<file path="config.mk">
export PLATFORM = sky130hd
export DESIGN_NAME = stat_req_arbiter
export DESIGN_NICKNAME = d
export VERILOG_FILES = /design/src/rtl/stat_pkg.sv /design/src/rtl/stat_req_fifo.sv /design/src/rtl/stat_req_arbiter.sv
export SDC_FILE = /design/constraint.sdc
export NUM_CORES = 1
export LEC_CHECK = 0
export ABC_AREA = 0
export BUFFER_PORTS_ARGS = -buffer_cell sky130_fd_sc_hd__buf_4
export CAP_MARGIN = 15
export CORE_MARGIN = 4
export CORE_UTILIZATION = 34
export DETAILED_ROUTE_END_ITERATION = 8
export GPL_ROUTABILITY_DRIVEN = 0
export SETUP_SLACK_MARGIN = 0.1
export SLEW_MARGIN = 20
export SYNTH_ARGS = -nofsm -noshare
export SYNTH_HDL_FRONTEND = slang
export SYNTH_SLANG_ARGS = --single-unit
</file>
<file path="constraint.sdc">
create_clock -name Clock -period 4.9 [get_ports Clock]
set_input_delay 0.49 -clock Clock [delete_from_list [all_inputs] [get_ports Clock]]
set_output_delay 0.49 -clock Clock [all_outputs]
set_load 0.03 [all_outputs]
</file>
<file path="src/rtl/stat_pkg.sv">
// Shared types and widths for the statistics-update request path.
package stat_pkg;

  localparam int unsigned STAT_IDX_W = 12;
  // Increment width of the statistics memory as currently built.
  localparam int unsigned STAT_NUM_W = 1;

  typedef struct packed {
    logic [STAT_IDX_W-1:0] index;
    logic [STAT_NUM_W-1:0] num;
  } stat_req_t;

  typedef enum logic {
    ARB = 1'b0,
    GAP = 1'b1
  } arb_state_e;

endpackage

</file>
<file path="src/rtl/stat_req_fifo.sv">
// Per-source request FIFO; full and empty are decoded from the registered occupancy count.
module stat_req_fifo #(
  parameter int unsigned Width = 13,
  parameter int unsigned Depth = 4
) (
  input  logic             Clock,
  input  logic             nReset,
  input  logic             push_i,
  input  logic             pop_i,
  input  logic [Width-1:0] data_i,
  output logic [Width-1:0] data_o,
  output logic             full_o,
  output logic             empty_o
);

  localparam int unsigned PtrW = $clog2(Depth);

  logic [PtrW-1:0]  wr_q, rd_q;
  logic [PtrW:0]    cnt_q, cnt_d;
  logic [Width-1:0] mem_q [Depth];
  logic             do_push, do_pop;

  assign full_o  = (cnt_q == (PtrW+1)'(Depth));
  assign empty_o = (cnt_q == '0);
  // A pop in the same cycle never frees a slot for this cycle's push.
  assign do_push = push_i & ~full_o;
  assign do_pop  = pop_i & ~empty_o;
  assign data_o  = mem_q[rd_q];

  always_comb begin
    cnt_d = cnt_q;
    unique case ({do_push, do_pop})
      2'b10:   cnt_d = cnt_q + (PtrW+1)'(1);
      2'b01:   cnt_d = cnt_q - (PtrW+1)'(1);
      default: cnt_d = cnt_q;
    endcase
  end

  always_ff @(posedge Clock) begin
    if (!nReset) begin
      wr_q  <= '0;
      rd_q  <= '0;
      cnt_q <= '0;
    end else begin
      cnt_q <= cnt_d;
      if (do_push) wr_q <= wr_q + PtrW'(1);
      if (do_pop)  rd_q <= rd_q + PtrW'(1);
    end
  end

  always_ff @(posedge Clock) begin
    if (do_push) mem_q[wr_q] <= data_i;
  end

endmodule

</file>
<file path="src/rtl/stat_req_arbiter.sv">
// Buffers per-source statistic updates and issues them round-robin to the memory update port,
// never on two consecutive cycles; counts per-source overflow drops.
module stat_req_arbiter
  import stat_pkg::*;
#(
  parameter int unsigned SRC_CNT           = 4,
  parameter int unsigned INC_LEN_BIT_WIDTH = 1,
  parameter int unsigned FIFO_DEPTH        = 4,
  parameter int unsigned DROP_CNT_WIDTH    = 16
) (
  input  logic                                  Clock,
  input  logic                                  nReset,
  input  logic [SRC_CNT-1:0]                    qvSrcReq,
  input  logic [SRC_CNT*STAT_IDX_W-1:0]         qvSrcIndex,
  input  logic [SRC_CNT*INC_LEN_BIT_WIDTH-1:0]  qvSrcNum,
  output logic [SRC_CNT-1:0]                    qvSrcFull,
  input  logic                                  qDropClr,
  output logic [SRC_CNT*DROP_CNT_WIDTH-1:0]     qvDropCnt,
  output logic                                  qStatUpdtReq,
  output logic [STAT_IDX_W-1:0]                 qvStatUpdtReqIndex,
  output logic [INC_LEN_BIT_WIDTH-1:0]          qvStatUpdtNum
);

  localparam int unsigned EntryW = STAT_IDX_W + INC_LEN_BIT_WIDTH;
  localparam int unsigned SelW   = (SRC_CNT > 1) ? $clog2(SRC_CNT) : 1;

  logic [SRC_CNT-1:0] fifo_full, fifo_empty, fifo_pop;
  logic [EntryW-1:0]  fifo_dout [SRC_CNT];

  for (genvar i = 0; i < SRC_CNT; i++) begin : g_src
    logic                      drop;
    logic [DROP_CNT_WIDTH-1:0] cnt_q, cnt_d;

    stat_req_fifo #(
      .Width (EntryW),
      .Depth (FIFO_DEPTH)
    ) u_fifo (
      .Clock   (Clock),
      .nReset  (nReset),
      .push_i  (qvSrcReq[i]),
      .pop_i   (fifo_pop[i]),
      .data_i  ({qvSrcIndex[i*STAT_IDX_W +: STAT_IDX_W],
                 qvSrcNum[i*INC_LEN_BIT_WIDTH +: INC_LEN_BIT_WIDTH]}),
      .data_o  (fifo_dout[i]),
      .full_o  (fifo_full[i]),
      .empty_o (fifo_empty[i])
    );

    assign drop = qvSrcReq[i] & fifo_full[i];

    // A clear coinciding with a drop leaves that drop counted.
    always_comb begin
      cnt_d = cnt_q;
      if (qDropClr) begin
        cnt_d = DROP_CNT_WIDTH'(drop);
      end else if (drop && (cnt_q != '1)) begin
        cnt_d = cnt_q + DROP_CNT_WIDTH'(1);
      end
    end

    always_ff @(posedge Clock) begin
      if (!nReset) cnt_q <= '0;
      else         cnt_q <= cnt_d;
    end

    assign qvDropCnt[i*DROP_CNT_WIDTH +: DROP_CNT_WIDTH] = cnt_q;
  end

  assign qvSrcFull = fifo_full;

  arb_state_e        state_q, state_d;
  logic [SelW-1:0]   rr_q, rr_d, grant_idx;
  logic              grant_vld;
  logic              req_q, req_d;
  logic [EntryW-1:0] entry_q, entry_d;

  // First non-empty source at or after rr_q, wrapping.
  always_comb begin
    grant_vld = 1'b0;
    grant_idx = '0;
    for (int unsigned k = 0; k < SRC_CNT; k++) begin
      logic [SelW-1:0] cand;
      cand = SelW'((32'(rr_q) + k) % SRC_CNT);
      if (!grant_vld && !fifo_empty[cand]) begin
        grant_vld = 1'b1;
        grant_idx = cand;
      end
    end
  end

  always_comb begin
    state_d  = state_q;
    rr_d     = rr_q;
    fifo_pop = '0;
    req_d    = 1'b0;
    entry_d  = entry_q;
    unique case (state_q)
      ARB: begin
        if (grant_vld) begin
          fifo_pop[grant_idx] = 1'b1;
          req_d               = 1'b1;
          entry_d             = fifo_dout[grant_idx];
          rr_d                = (grant_idx == SelW'(SRC_CNT - 1)) ? '0
                                                                  : grant_idx + SelW'(1);
          state_d             = GAP;
        end
      end
      GAP: state_d = ARB;
    endcase
  end

  always_ff @(posedge Clock) begin
    if (!nReset) begin
      state_q <= ARB;
      rr_q    <= '0;
      req_q   <= 1'b0;
      entry_q <= '0;
    end else begin
      state_q <= state_d;
      rr_q    <= rr_d;
      req_q   <= req_d;
      entry_q <= entry_d;
    end
  end

  assign qStatUpdtReq       = req_q;
  assign qvStatUpdtReqIndex = entry_q[EntryW-1 -: STAT_IDX_W];
  assign qvStatUpdtNum      = entry_q[INC_LEN_BIT_WIDTH-1:0];

endmodule

</file>
After elaboration in Yosys (flattened, before gate mapping):

Memories as Yosys holds them, arrays and structs flattened. A register that Yosys moved wholly into a read port is not among the register bits.
Index checks and enable logic that the tools add are counted.

* memories: 4
* bits in writable memories: 208
* bits of input ports: 59
* register bits after elaboration: 109
* output and inout port bits: 82
* word-level logic and storage cells: 181

* multiplexer cells: 54
* equality and inequality tests: 17
* add/subtract/negate cells: 24
* reduce and logical (&&, ||, !) cells: 28
* bitwise logic cells: 23
* order comparisons: 7

Memory list
* g_src[0].u_fifo.mem_q: depth 4, bits a word 13, rd ports 1, clocked after memory_dff 1, write ports 1, line stat_req_fifo.sv:20 `logic [Width-1:0] mem_q [Depth];`
* g_src[1].u_fifo.mem_q: depth 4, bits a word 13, rd ports 1, clocked after memory_dff 1, write ports 1, line stat_req_fifo.sv:20
* g_src[2].u_fifo.mem_q: depth 4, bits a word 13, rd ports 1, clocked after memory_dff 1, write ports 1, line stat_req_fifo.sv:20
* g_src[3].u_fifo.mem_q: depth 4, bits a word 13, rd ports 1, clocked after memory_dff 1, write ports 1, line stat_req_fifo.sv:20

Operators by type and width (count)
* 16-bit by 1-bit adder with 16-bit output, second input constant: 4
* 16-bit != test, second input constant: 4
* 13-bit binary-select mux with 2-bit select: 1
* 1-bit two-way mux: 26
* 13-bit two-way mux: 2
* 2-bit two-way mux: 13
* 3-bit case mux with 2 select lines: 4
* 2-bit by 1-bit adder with 2-bit output, second input constant: 10
* 2-bit nonzero test: 8
* 2-bit by 3-bit < comparator with 1-bit output, second input constant: 5
* 3-bit by 1-bit adder with 3-bit output, second input constant: 4
* 1-bit bitwise AND: 12
* 3-bit == test, second input constant: 4
* 3-bit zero test: 4
* 3-bit by 1-bit subtractor with 3-bit output, second input constant: 4
* 2-bit == test, second input constant: 5
* 1-bit inverter: 10
* 1-bit binary-select mux with 2-bit select: 4
* 2-bit by 1-bit == test with 1-bit output, second input constant: 4
* 1-bit logical AND: 8
* 4-bit two-way mux: 2
* 1-bit zero test: 5
* 2-bit adder, second input constant: 2
* 2-bit OR reduction: 2
* 6 further kinds: 6

Depth between registers and ports, before layout:

Gate-level depths: netlist of the first run.

* depth in word-level cells: 21
* gate-level depth with buffers: 14
* mapped depth without buffers: 12

Cells and area by module:

Synthesis of the first run repeated with hierarchy kept, for this count alone.

* cells, all modules: 974
* area, all modules: 13741.9 um^2

Modules (own cells, without submodules)
* stat_req_fifo: cells an instance 121, seq. area each 1741.7 um^2, area an instance 2376.0 um^2, times used 4
* stat_req_arbiter: cells an instance 490, seq. area each 1601.5 um^2, area an instance 4237.8 um^2, times used 1

Worst setup path before layout of the first run:

No wires, ideal clock.

* kind: flip-flop to flip-flop
* start point: register g_src[0].u_fifo.cnt_q[2]
* end point: register g_src[3].u_fifo.cnt_q[2]
* data required time: 4824 ps
* buffers on the path: 2
* library setup time: 76 ps
* data arrival time: 3264 ps
* path slack: 1561 ps
* clock period less this slack: 3339 ps
* stages on the path, launching flop included: 15
* cell sequence: dfxtp_1 > or3_1 > buf_6 > a211oi_2 > o32ai_2 > inv_1 > buf_2 > ha_1 > nor3b_1 > ha_1 > inv_1 > fa_1 > xor2_1 > or3_1 > a21boi_0

* cells in the longest elaborated chain, start to end: 21
* elaborated cells on any way between the ends: 37
* those cells by class: 2 x order compare; 2 x eq/ne; 21 x mux; 1 x bitwise; 11 x reduce/logical

RTL lines
* start: declaration: line stat_req_fifo.sv:19 `logic [PtrW:0] cnt_q, cnt_d;`
* start signal: assignment: line stat_req_fifo.sv:45 `cnt_q <= cnt_d;`
* 3-bit zero test (*): line stat_req_fifo.sv:24 `assign empty_o = (cnt_q == '0);`
* 1-bit binary-select mux with 2-bit select: line stat_req_arbiter.sv:84 `if (!grant_vld && !fifo_empty[cand]) begin`
* 1-bit two-way mux (implied by the code): line stat_req_arbiter.sv:84
* 1-bit zero test: line stat_req_arbiter.sv:84
* 1-bit logical AND: line stat_req_arbiter.sv:84
* 1-bit two-way mux: line stat_req_arbiter.sv:84
* 1-bit zero test: line stat_req_arbiter.sv:84
* 1-bit logical AND: line stat_req_arbiter.sv:84
* (+6 left out)
* 1-bit two-way mux (implied by the code): line stat_req_arbiter.sv:100 `fifo_pop[grant_idx] = 1'b1;`
* 1-bit demux with 2-bit select: line stat_req_arbiter.sv:100
* 4-bit two-way mux (*): line stat_req_arbiter.sv:99 `if (grant_vld) begin`
* 4-bit two-way mux (*): line stat_req_arbiter.sv:97 `unique case (state_q)`
* 1-bit bitwise AND (*): line stat_req_fifo.sv:27 `assign do_pop = pop_i & ~empty_o;`
* net g_src[3].u_fifo.do_pop: line stat_req_fifo.sv:21 `logic do_push, do_pop;`
* 2-bit by 1-bit == test with 1-bit output or 2-bit == test (tied branches): line stat_req_fifo.sv:32 `unique case ({do_push, do_pop})`
* 3-bit case mux with 2 select lines or 2-bit nonzero test (tied branches)
* end signal: assignment: line stat_req_fifo.sv:45
* end: declaration: line stat_req_fifo.sv:19

The timed path passes the listed nets; every way through them passes the cells marked *. The select of a mux whose other input is x is not followed.
A chain may end at the register's enable or synchronous reset.

Final worst setup path of the first run:

Same ends and word-level chain as after synthesis.

==> impl_metrics.json, run 1 <==
{
  "status": "complete, no violations",
  "dpl-instance-area_sq_um": 15400,
  "relSlewSlack_pct": 34.7,
  "diodes": 0,
  "drt-vias-per-instance": 5.10,
  "cts_resized": 0,
  "worstSkewPairLatency_ps": 550,
  "cts_buffer_depth": 3,
  "grt_pass1_vias": 8751,
  "final_cell_mix": "edfxtp_1 (208), buf_4 (145), dfxtp_1 (116), nand2_1 (55), mux4_2 (52)",
  "finalWorstSetupSlack_ps": 889,
  "antenna_found_initial": 0,
  "rows": 73,
  "hpwl_mm": 21.7,
  "worst_pin_slew_ps": 979,
  "io_buffers": 140,
  "grt_max_degree": 44,
  "rr_startpoint": "g_src[0].u_fifo.cnt_q[2]",
  "ys_seq_elements": 324,
  "worst-path-buf-inv": 3,
  "gr-usage-all-layers_pct": 14.3,
  "skew_ps": 19.2,
  "synth_flop_cell": "edfxtp_1",
  "grtUsageMet2_pct": 23.5,
  "io_pins": 141,
  "hold_buffers": 0,
  "path_cells": "or3_1 > a211oi_2 > o32ai_2 > buf_4 > inv_1 > ha_1 > nor3b_1 > ha_1 > inv_1 > fa_1 > xor2_1 > or3_1 > a21boi_0",
  "path_clk_slew_ps": 60,
  "path_delay_family": "simple AND/OR/NAND/NOR gates",
  "area_growth_pct": 20.1,
  "die_width_um": 210,
  "syn_avg_cell_area_sq_um": 13.9,
  "drc_errors": 0,
  "synth_edf_count": 208,
  "start_util_pct": 34.6,
  "fmax_mhz": 249,
  "crit_fanout": 17,
  "setup_viol": 0,
  "hp-start": "qvSrcIndex[7]",
  "vias": 8600,
  "synthArstFlopShare_pct": 0,
  "min_path_cells": 1,
  "period_share_pct": 81.9,
  "fin_area_sq_um": 16600,
  "htree_num_levels": 2,
  "finalWirelength_mm": 31.5,
  "setup_tns_ps": 0,
  "cp_data_arrival_time_ps": 4480,
  "netlist_area_sq_um": 13800,
  "critical_path_class": "flop to flop",
  "critPathLaunchType": "flop",
  "reg2reg_depth": 13,
  "rsz0062_at_grt": "false",
  "synthCells": 996,
  "drv_cap": 0,
  "hold_class": "input pin to flop",
  "cts_buffers": 37,
  "finalMaxSlewViolations": 0,
  "grtUsageMet1_pct": 18.7,
  "antenna_left": 0,
  "syn_nets": 1084,
  "wl_per_cell_um": 18.7,
  "drt_iter0_drc": 445,
  "overflow": 0,
  "grt_use_met3_pct": 3.95,
  "ys_seq_area_share_pct": 61.9,
  "power_density_nw_per_um2": 514,
  "mostFrequentLayoutCell": "edfxtp_1",
  "drive_gt1_share_pct": 24.1,
  "yosysWarnings": 0,
  "min_period_ps": 4010,
  "dieHeight_um": 210,
  "slowest_stage": "or3_1",
  "postCtsSetupBuffers": 0,
  "numClockSinks": 324,
  "core_area_sq_um": 40000,
  "synth_cell_types": 67,
  "clockRootBuffer": "clkbuf_16",
  "cts_tree": "yes",
  "grt_pass1_wl_mm": 49.8,
  "place_ws_ps": 851,
  "vdd_drop_max_v": 0.000244,
  "crit_path_start": "g_src[0].u_fifo.cnt_q[2]",
  "required_ps": 5360,
  "grt_most_used_layer": "met2",
  "power.leakage_nw": 5.79,
  "nets": 1222,
  "timing.hold.ws_ps": 136,
  "hold_viol_final": 0,
  "slowest_delay_ps": 540,
  "dieArea_sq_um": 44000,
  "drt_first_pass_iters": 4,
  "crit_cells": 13,
  "cp-end-kind": "flop"
}
## kinds of logic after synthesis
logic type | Yosys count | share of synthesized area, %
adder cells (fa/ha/maj) | 29 | 2.84
flip-flops | 324 | 61.9
XOR/XNOR | 37 | 2.34
AO/OA/AOI/OAI | 172 | 8.73
AND/OR/NAND/NOR | 281 | 11.5
buffers and inverters | 82 | 2.55
multiplexers | 71 | 10.2
## layer usage
layer	share of wire [%]	wire length [um]
met1	44	13700
met3	5.8	1840
met2	48	15200
met4	2.3	729
met5	0	0
## synth_stat cells (21+ instances only)
library cell,count,area (sq um)
clkbuf_1,33,124
nand3_1,24,120
and3_1,24,150
edfxtp_1,208,6250
a21oi_1,29,145
o31ai_1,21,158
dfxtp_1,116,2320
o21ai_0,36,180
ha_1,25,313
or3_1,31,194
nand2_1,55,206
nand4_1,30,188
inv_1,35,131
nor2_1,38,143
and2_1,28,175
mux4_2,52,1170
## power breakdown
| group | internal [W] | switching (W) |
|---|---|---|
| Clock | 0.00163 | 0.00114 |
| Combinational | 0.00100 | 0.00134 |
| Sequential | 0.00321 | 0.000233 |
| Total | 0.00584 | 0.00270 |
## sequential cells by signal, indices dropped and copies added, names as in the netlist, named ones only
name,cells
g_src.u_fifo.wr_q,8
entry_q,13
rr_q,2
g_src.u_fifo.mem_q,208
g_src.u_fifo.rd_q,8
g_src.cnt_q,64
state_q,1
g_src.u_fifo.cnt_q,12
## per-stage QoR
step,cells,utilization [%],total power [W]
finish,1686,41.6,0.00854
global route,1686,41.6,0.00905
CTS,1686,41.5,0.00867
detailed placement,1620,38.5,0.00586
global placement,1620,38.5,0.00580
floorplan,996,-,0.00527
## cell type report
type / count / area (sq um)
tap: 525 / 657
sequential: 324 / 8570
timing repair buffer: 145 / 1090
inverter: 36 / 135
clock inverter: 13 / 178
clock buffer: 53 / 1060
fill: 3695 / 23400
multi-input combinational: 590 / 4940
## final timing paths
path | end | slack, ps
setup reg to reg | g_src[3].u_fifo.cnt_q[2] | 890
setup / recovery | g_src[3].u_fifo.cnt_q[2] | 890
hold / removal | g_src[0].u_fifo.mem_q[1][8] | 140
hold reg to reg | flop | 480
No activity file was read; power rests on OpenSTA's default activity.
==> inputs of run 2 (changes only) <==
==> constraint.sdc (replaced) <==
create_clock -name Clock -period 3.8 [get_ports Clock]
set_input_delay 0.38 -clock Clock [delete_from_list [all_inputs] [get_ports Clock]]
set_output_delay 0.38 -clock Clock [all_outputs]
set_load 0.03 [all_outputs]
==> run 2 against run 1 <==
Critical path depth shrank 1; global-route usage shrank 0.33 points; sequential share of layout area grew 0.24 points; count of clock-buffer cells in the layout shrank 5; utilization shrank 0.18 points; largest cell class unchanged; largest power group unchanged.
==> impl_metrics.json, run 2 (synthesis gave the netlist of run 1 again) <==
{
  "path_cells": "or3_1 > a211oi_2 > o32ai_2 > inv_1 > ha_1 > nor3b_1 > ha_1 > inv_1 > fa_1 > xor2_1 > or3_1 > a21boi_0",
  "grt_pass1_wl_mm": 48.7,
  "dieHeight_um": 210,
  "antenna_found_initial": 0,
  "status": "complete, no violations",
  "cts_buffer_depth": 3,
  "drt-vias-per-instance": 5.12,
  "hold_viol_final": 0,
  "clockRootBuffer": "clkbuf_16",
  "drv_cap": 0,
  "fillers": 3727,
  "largest_register_ff_count": 208,
  "top_register": "g_src.u_fifo.mem_q",
  "start_util_pct": 34.6,
  "fmax_mhz": 298,
  "dieArea_sq_um": 44000,
  "rows": 73,
  "antenna_left": 0,
  "finalWirelength_mm": 31.2,
  "core_area_sq_um": 40000,
  "nets": 1226,
  "multi_input_area_sq_um": 4930,
  "cts_resized": 0,
  "drt_first_pass_iters": 5,
  "slowest_delay_ps": 540,
  "die_width_um": 210,
  "setup_viol": 0,
  "setup_tns_ps": 0,
  "vias": 8652,
  "drive_gt1_share_pct": 24.1,
  "hold_buffers": 0,
  "io_buffers": 140,
  "gr-usage-all-layers_pct": 13.9,
  "cts_buffers": 35,
  "drt_iter0_drc": 414,
  "relSlewSlack_pct": 31.8,
  "min_period_ps": 3350,
  "worst-path-buf-inv": 2,
  "hold_class": "input pin to flop",
  "overflow": 0,
  "cp_data_arrival_time_ps": 3810,
  "io_pins": 141,
  "critical_path_class": "flop to flop",
  "period_share_pct": 88.2,
  "worst_pin_slew_ps": 1010,
  "drc_errors": 0,
  "finalMaxSlewViolations": 0,
  "diodes": 0,
  "final_cell_mix": "edfxtp_1 (208), buf_4 (151), dfxtp_1 (115), nand2_1 (55), mux4_2 (52)",
  "numClockSinks": 324,
  "rsz0062_at_grt": "false",
  "mostFrequentLayoutCell": "edfxtp_1",
  "crit_fanout": 6,
  "vdd_drop_max_v": 0.000415,
  "ff_latch_area_sq_um": 8570,
  "power.leakage_nw": 5.76,
  "reg_top3": "g_src.u_fifo.mem_q: 208 flops, g_src.cnt_q: 64 flops, entry_q: 13 flops",
  "critPathLaunchType": "flop",
  "slowest_stage": "or3_1",
  "wl_per_cell_um": 18.4,
  "hpwl_mm": 21.3,
  "path_delay_family": "simple AND/OR/NAND/NOR gates",
  "grt_pass1_vias": 8604,
  "power_density_nw_per_um2": 658,
  "grt_max_degree": 44,
  "worstSkewPairLatency_ps": 530,
  "cp-end-kind": "flop",
  "path_clk_slew_ps": 60,
  "skew_ps": 11.6,
  "cts_tree": "yes",
  "area_growth_pct": 19.5,
  "required_ps": 4260,
  "fin_util_pct": 41.4,
  "postCtsSetupBuffers": 0,
  "htree_num_levels": 2
}
run 2: layout make-up:
type	instances	area share, %
sequential	324	51.8
clock buffer	48	5.72
timing repair buffer	151	6.85
tap	525	3.97
multi-input combinational	590	29.8
clock inverter	15	1.06
inverter	36	0.817
run 2: power by group:
group | leakage (nW) | internal, W | switching (W) | total [W]
Combinational | 2.37 | 0.00136 | 0.00174 | 0.00310
Sequential | 2.85 | 0.00414 | 0.000299 | 0.00444
Clock | 0.544 | 0.00197 | 0.00138 | 0.00335
run 2: final timing paths:
| check | slack (ps) | start | endpoint | cells after the start |
|---|---|---|---|---|
| worst min register to register | 480 | g_src[0].u_fifo.rd_q[1] | g_src[0].u_fifo.rd_q[1] | 2 |
| worst min-delay path | 40 | qvSrcIndex[47] | g_src[3].u_fifo.mem_q[1][12] | 1 |
| worst max-delay path | 450 | g_src[0].u_fifo.cnt_q[2] | g_src[3].u_fifo.cnt_q[2] | 12 |
| worst max register to register | 450 | g_src[0].u_fifo.cnt_q[2] | g_src[3].u_fifo.cnt_q[2] | 12 |
run 2: routing by layer:
metal / global-route usage (%) / up-vias / share of wire [%] / wire (um)
met5: 0 / - / 0 / 0
met4: 4.14 / 0 / 1.8 / 562
met3: 3.29 / 37 / 5.6 / 1750
met2: 22.8 / 196 / 48 / 14900
met1: 18.6 / 4285 / 45 / 13900
li1: - / 4134 / - / -
run 2: metrics by stage:
step | worst slack, ps | cell area [sq um] | hold WS (ps) | power, W | instances
after floorplan | 461 | 13800 | 445 | 0.00679 | 996
after global placement | 435 | 15400 | 462 | 0.00752 | 1622
after detailed placement | 317 | 15400 | 472 | 0.00759 | 1622
after CTS | 305 | 16500 | 3.53 | 0.0110 | 1685
after global routing | 171 | 16500 | 17.8 | 0.0115 | 1689
final | 449 | 16500 | 43.8 | 0.0109 | 1689
